$ cat src/rtl/instruction_fetch.sv
// Instruction fetch unit: a three-state IDLE/FETCH/ISSUE sequencer that reads one
// instruction word at a time, holds it for downstream, and advances the PC when it is consumed.
module instruction_fetch #(
  parameter int unsigned              WORD_SIZE = 16,
  parameter logic [WORD_SIZE-1:0]     RESET_PC  = 16'h0000
) (
  input  logic                 clk,
  input  logic                 reset,
  output logic                 readM,
  output logic [WORD_SIZE-1:0] address,
  input  logic [WORD_SIZE-1:0] data,
  input  logic                 inputReady,
  input  logic                 hold,
  input  logic                 jump,
  input  logic [11:0]          jump_target,
  output logic [WORD_SIZE-1:0] inst,
  output logic                 inst_valid,
  output logic [WORD_SIZE-1:0] pc,
  output logic [WORD_SIZE-1:0] num_inst
);

  typedef enum logic [1:0] {
    IDLE  = 2'd0,
    FETCH = 2'd1,
    ISSUE = 2'd2
  } state_t;

  state_t state;

  assign address = pc;

  // readM and inst_valid are registered alongside the state so that each
  // transition sets the outputs of the state being entered.
  always_ff @(posedge clk or posedge reset) begin
    if (reset) begin
      state      <= IDLE;
      pc         <= RESET_PC;
      inst       <= '0;
      num_inst   <= '0;
      readM      <= 1'b0;
      inst_valid <= 1'b0;
    end else begin
      case (state)
        IDLE: begin
          state      <= FETCH;
          readM      <= 1'b1;
          inst_valid <= 1'b0;
        end
        FETCH: begin
          if (inputReady) begin
            inst       <= data;
            state      <= ISSUE;
            readM      <= 1'b0;
            inst_valid <= 1'b1;
          end
        end
        ISSUE: begin
          if (!hold) begin
            if (jump)
              pc <= {pc[WORD_SIZE-1:12], jump_target};
            else
              pc <= pc + 1'b1;
            num_inst   <= num_inst + 1'b1;
            state      <= FETCH;
            readM      <= 1'b1;
            inst_valid <= 1'b0;
          end
        end
        default: begin
          state      <= IDLE;
          readM      <= 1'b0;
          inst_valid <= 1'b0;
        end
      endcase
    end
  end

endmodule

$ cat config.mk
export PLATFORM = sky130hd
export DESIGN_NAME = instruction_fetch
export DESIGN_NICKNAME = d
export VERILOG_FILES = /design/src/rtl/instruction_fetch.sv
export SDC_FILE = /design/constraint.sdc
export NUM_CORES = 1
export LEC_CHECK = 0
export ABC_CLOCK_PERIOD_IN_PS = 2900
export CORE_MARGIN = 2
export CORE_UTILIZATION = 48
export CTS_BUF_LIST = sky130_fd_sc_hd__clkbuf_4 sky130_fd_sc_hd__clkbuf_8
export DETAILED_ROUTE_END_ITERATION = 6
export PLACE_DENSITY = 0.88
export REMOVE_ABC_BUFFERS = 1
export SETUP_SLACK_MARGIN = 0.2
export SLEW_MARGIN = 20
export SYNTH_ARGS = -nofsm -noshare
export SYNTH_HDL_FRONTEND = slang
export SYNTH_SLANG_ARGS = --single-unit
$ cat constraint.sdc
create_clock -name clk -period 2.9 [get_ports clk]
set_input_delay 0.58 -clock clk [delete_from_list [all_inputs] [get_ports clk]]
set_output_delay 0.58 -clock clk [all_outputs]
set_load 0.1 [all_outputs]
==> flow_metrics.env <==
export IMPL_outcome="complete, no violations"
export IMPL_die_area_sq_um=5735
export IMPL_min_from="num_inst[15]$_DFFE_PP0P_"
export IMPL_finalNetCount=349
export IMPL_cp_slowest_cell="nor4_1"
export IMPL_tightest_slew_ns=0.6210
export IMPL_ys_top_cells_by_area="dfrtp_1 52%, mux2_2 7.3%, buf_4 4.9%"
export IMPL_cts_inserted_buffers=5
export IMPL_cap_violations=0
export IMPL_ys_ff_latch=51
export IMPL_setup_violations=0
export IMPL_reg2reg_setup_slack_ns=0.86
export IMPL_gp_congestion=0.8089
export IMPL_cts_hold_buf=0
export IMPL_max_freq_mhz=435.9
export IMPL_yosys_warnings=0
export IMPL_endpoint_kind="register"
export IMPL_ys_flop_type="dfrtp_1"
export IMPL_holdPathEnd="num_inst[15]$_DFFE_PP0P_"
export IMPL_reg2reg_from="state[0]$_DFFE_PP0P_"
export IMPL_path_class="in2reg"
export IMPL_hold_path_depth=1
export IMPL_cts_tree="yes"
export IMPL_synth_area_sq_um=2470
export IMPL_antennaDiodeCount=0
export IMPL_cts_resized=0
export IMPL_multi_input_area_sq_um=1013
export IMPL_post_cts_buffers=0
export IMPL_track_usage=0.1869
export IMPL_min_period_over_period=0.7911
export IMPL_r2r_end="num_inst[15]$_DFFE_PP0P_"
export IMPL_die_h_um=75.73
export IMPL_grt_overflow=0
export IMPL_cpPeakStageDelay_ns=0.61
export IMPL_grt_pass1_wl_um=8155
export IMPL_port_buffers=98
export IMPL_clock_sinks=51
export IMPL_fillers=387
export IMPL_coreArea_sq_um=5042
export IMPL_wire_per_inst_um=13.87
export IMPL_placedInstanceArea_sq_um=3253
export IMPL_first_global_vias=1833
export IMPL_netlist_area_leader_share=0.5167
export IMPL_syn_mean_instance_area_sq_um=10.79
export IMPL_clockRootBuffer="clkbuf_8"
export IMPL_slew_limit_headroom=0.5860
export IMPL_h_tree_depth=2
export IMPL_initial_core_util=0.4898
export IMPL_start_kind="input pin"
export IMPL_seqCellArea_sq_um=1276
export IMPL_clock_skew_ns=0.007523
export IMPL_yosysSeqAreaShare=0.5167
export IMPL_cts_buffer_depth=2
export IMPL_clk_latency_ns=0.30
export IMPL_hpwlAfterDp_um=4029
export IMPL_path_clk_slew_ns=0.09
export IMPL_syn2layout_area_growth_pct=36.63
export IMPL_finalWirelength_um=5339
export IMPL_min_period_ns=2.294
export IMPL_drt_first_pass_iters=4
export IMPL_synth_common_cells="51 x dfrtp_1, 17 x nand3_1, 16 x buf_4, 16 x mux2_2"
export IMPL_drc=0
export IMPL_syn_inst=229
export IMPL_drive_gt1_frac=0.3238
export IMPL_io_pins=99
export IMPL_drtAntennaViolNets=0
export IMPL_crit_path_max_fanout=7
export IMPL_yosysTopAreaCell="dfrtp_1"
export IMPL_vias=2032
export IMPL_slew_viol_final=0
export IMPL_ys_types=36
export IMPL_antenna_found_initial=0
export IMPL_design_area_sq_um=3374
export IMPL_die_w_um=75.73
export IMPL_hold_viol=0
export IMPL_arrival_ns=2.49
export IMPL_grt_max_degree=52
export IMPL_rows=26
export IMPL_worstHoldPathType="reg2reg"
export IMPL_worstPathRequired_ns=3.10
export IMPL_yosysMostFrequentCell="dfrtp_1"
export IMPL_via_per_inst=5.278
export IMPL_async_flop_share=1.000
export IMPL_synth_edf_count=0
export IMPL_rsz0062_at_grt="false"
export IMPL_drt_iter0_markers=201
export IMPL_worstPathCellList="clkdlybuf4s50_1 -> or3b_1 -> nor4_1 -> nand3_1 -> xnor2_1"
export IMPL_reg2reg_depth=4
==> flip-flops by register name, indices dropped and copies added (netlist names) <==
signal      flops
inst_valid      1
num_inst       16
address        16
inst           16
state           2
==> worst max-delay path by stage <==
stage | depth (start not counted) | start | to
2_1_floorplan | 4 | address[8]$_DFFE_PP0P_ | address[15]$_DFFE_PP0P_
3_3_place_gp | 5 | hold | num_inst[15]$_DFFE_PP0P_
3_5_place_dp | 5 | hold | num_inst[15]$_DFFE_PP0P_
4_1_cts | 5 | hold | num_inst[15]$_DFFE_PP0P_
5_1_grt | 5 | hold | num_inst[13]$_DFFE_PP0P_
6_report | 5 | hold | num_inst[15]$_DFFE_PP0P_
==> routing by layer <==
metal,global-route usage,wire length (um),up-vias
met1,0.2326,2115,973
met5,0,0,-
met2,0.3130,2748,79
met4,0.07602,61,0
met3,0.04497,414,6
li1,-,-,974
==> cells by family (layout without fill, tap and decap cells) <==
group | after synthesis | after routing | share of synthesized area
muxes | 17 | 17 | 0.07700
and+or+nand+nor | 71 | 71 | 0.1606
AOI/OAI and AO/OA | 39 | 39 | 0.09524
adders and majority gates | 2 | 2 | 0.01013
xor gates and xnor gates | 19 | 19 | 0.06738
buffers and inverters | 30 | 116 | 0.07295
DFF | 51 | 51 | 0.5167
==> area by class of cell <==
cell class,count,share of cell area
sequential,51,0.3782
clock buffer,6,0.02447
inverter,4,0.004449
clock inverter,2,0.01149
multi-input combinational,148,0.3003
timing repair buffer,104,0.2551
tap,70,0.02595
==> worst max-delay path, delay by kind of cell <==
family	cells	cell delay, ns
and+or+nand+nor	3	1.30
buffers and inverters	1	0.45
xor gates and xnor gates	1	0.16
==> stage by stage <==
stage | hold WS [ns] | setup WS, ns | setup TNS (ns) | utilization | cells
after floorplan | 0.5690 | -0.04066 | -0.04066 | - | 203
after global placement | 0.4700 | 0.3892 | 0 | 0.6452 | 377
after detailed placement | 0.4728 | 0.2824 | 0 | 0.6452 | 377
after CTS | 0.4905 | 0.6017 | 0 | 0.6692 | 385
after global routing | 0.5004 | 0.4945 | 0 | 0.6692 | 385
final | 0.4839 | 0.6059 | 0 | 0.6692 | 385
==> cells in the final DEF, fill, tap and decap left out <==
cell type        netlist  layout
nor4b_2                1       1
a32oi_1                2       2
mux2_2                16      16
or3b_1                 1       1
and4_1                 3       3
clkbuf_8               0       6
nor4_2                 1       1
nand3b_1               1       1
bufinv_16              0       1
o21ai_0               15      15
and2_1                 2       2
o41ai_1                1       1
nor2_1                10      10
nand3_1               17      17
inv_2                  0       1
a31oi_1                3       3
inv_1                  4       3
xor2_1                 6       6
o22ai_1                2       2
nand2_1               15      15
or4b_4                 1       1
buf_4                 16      72
nor3b_1                3       3
ha_1                   2       2
or2_2                  1       1
inv_6                  0       1
nor4_1                 2       2
and3_1                 3       3
a21o_1                 1       1
xnor2_1               13      13
dfrtp_1               51      51
nor3_2                 1       1
nor3_1                 4       4
nand4_1                5       5
o311a_1                1       1
mux2i_1                1       1
a21oi_1               11      11
a41o_1                 3       3
clkdlybuf4s50_1        0      32
Power is left out: the tool's default activity adds up to more than one toggle a clock period on the data nets, which glitch-free logic cannot reach.
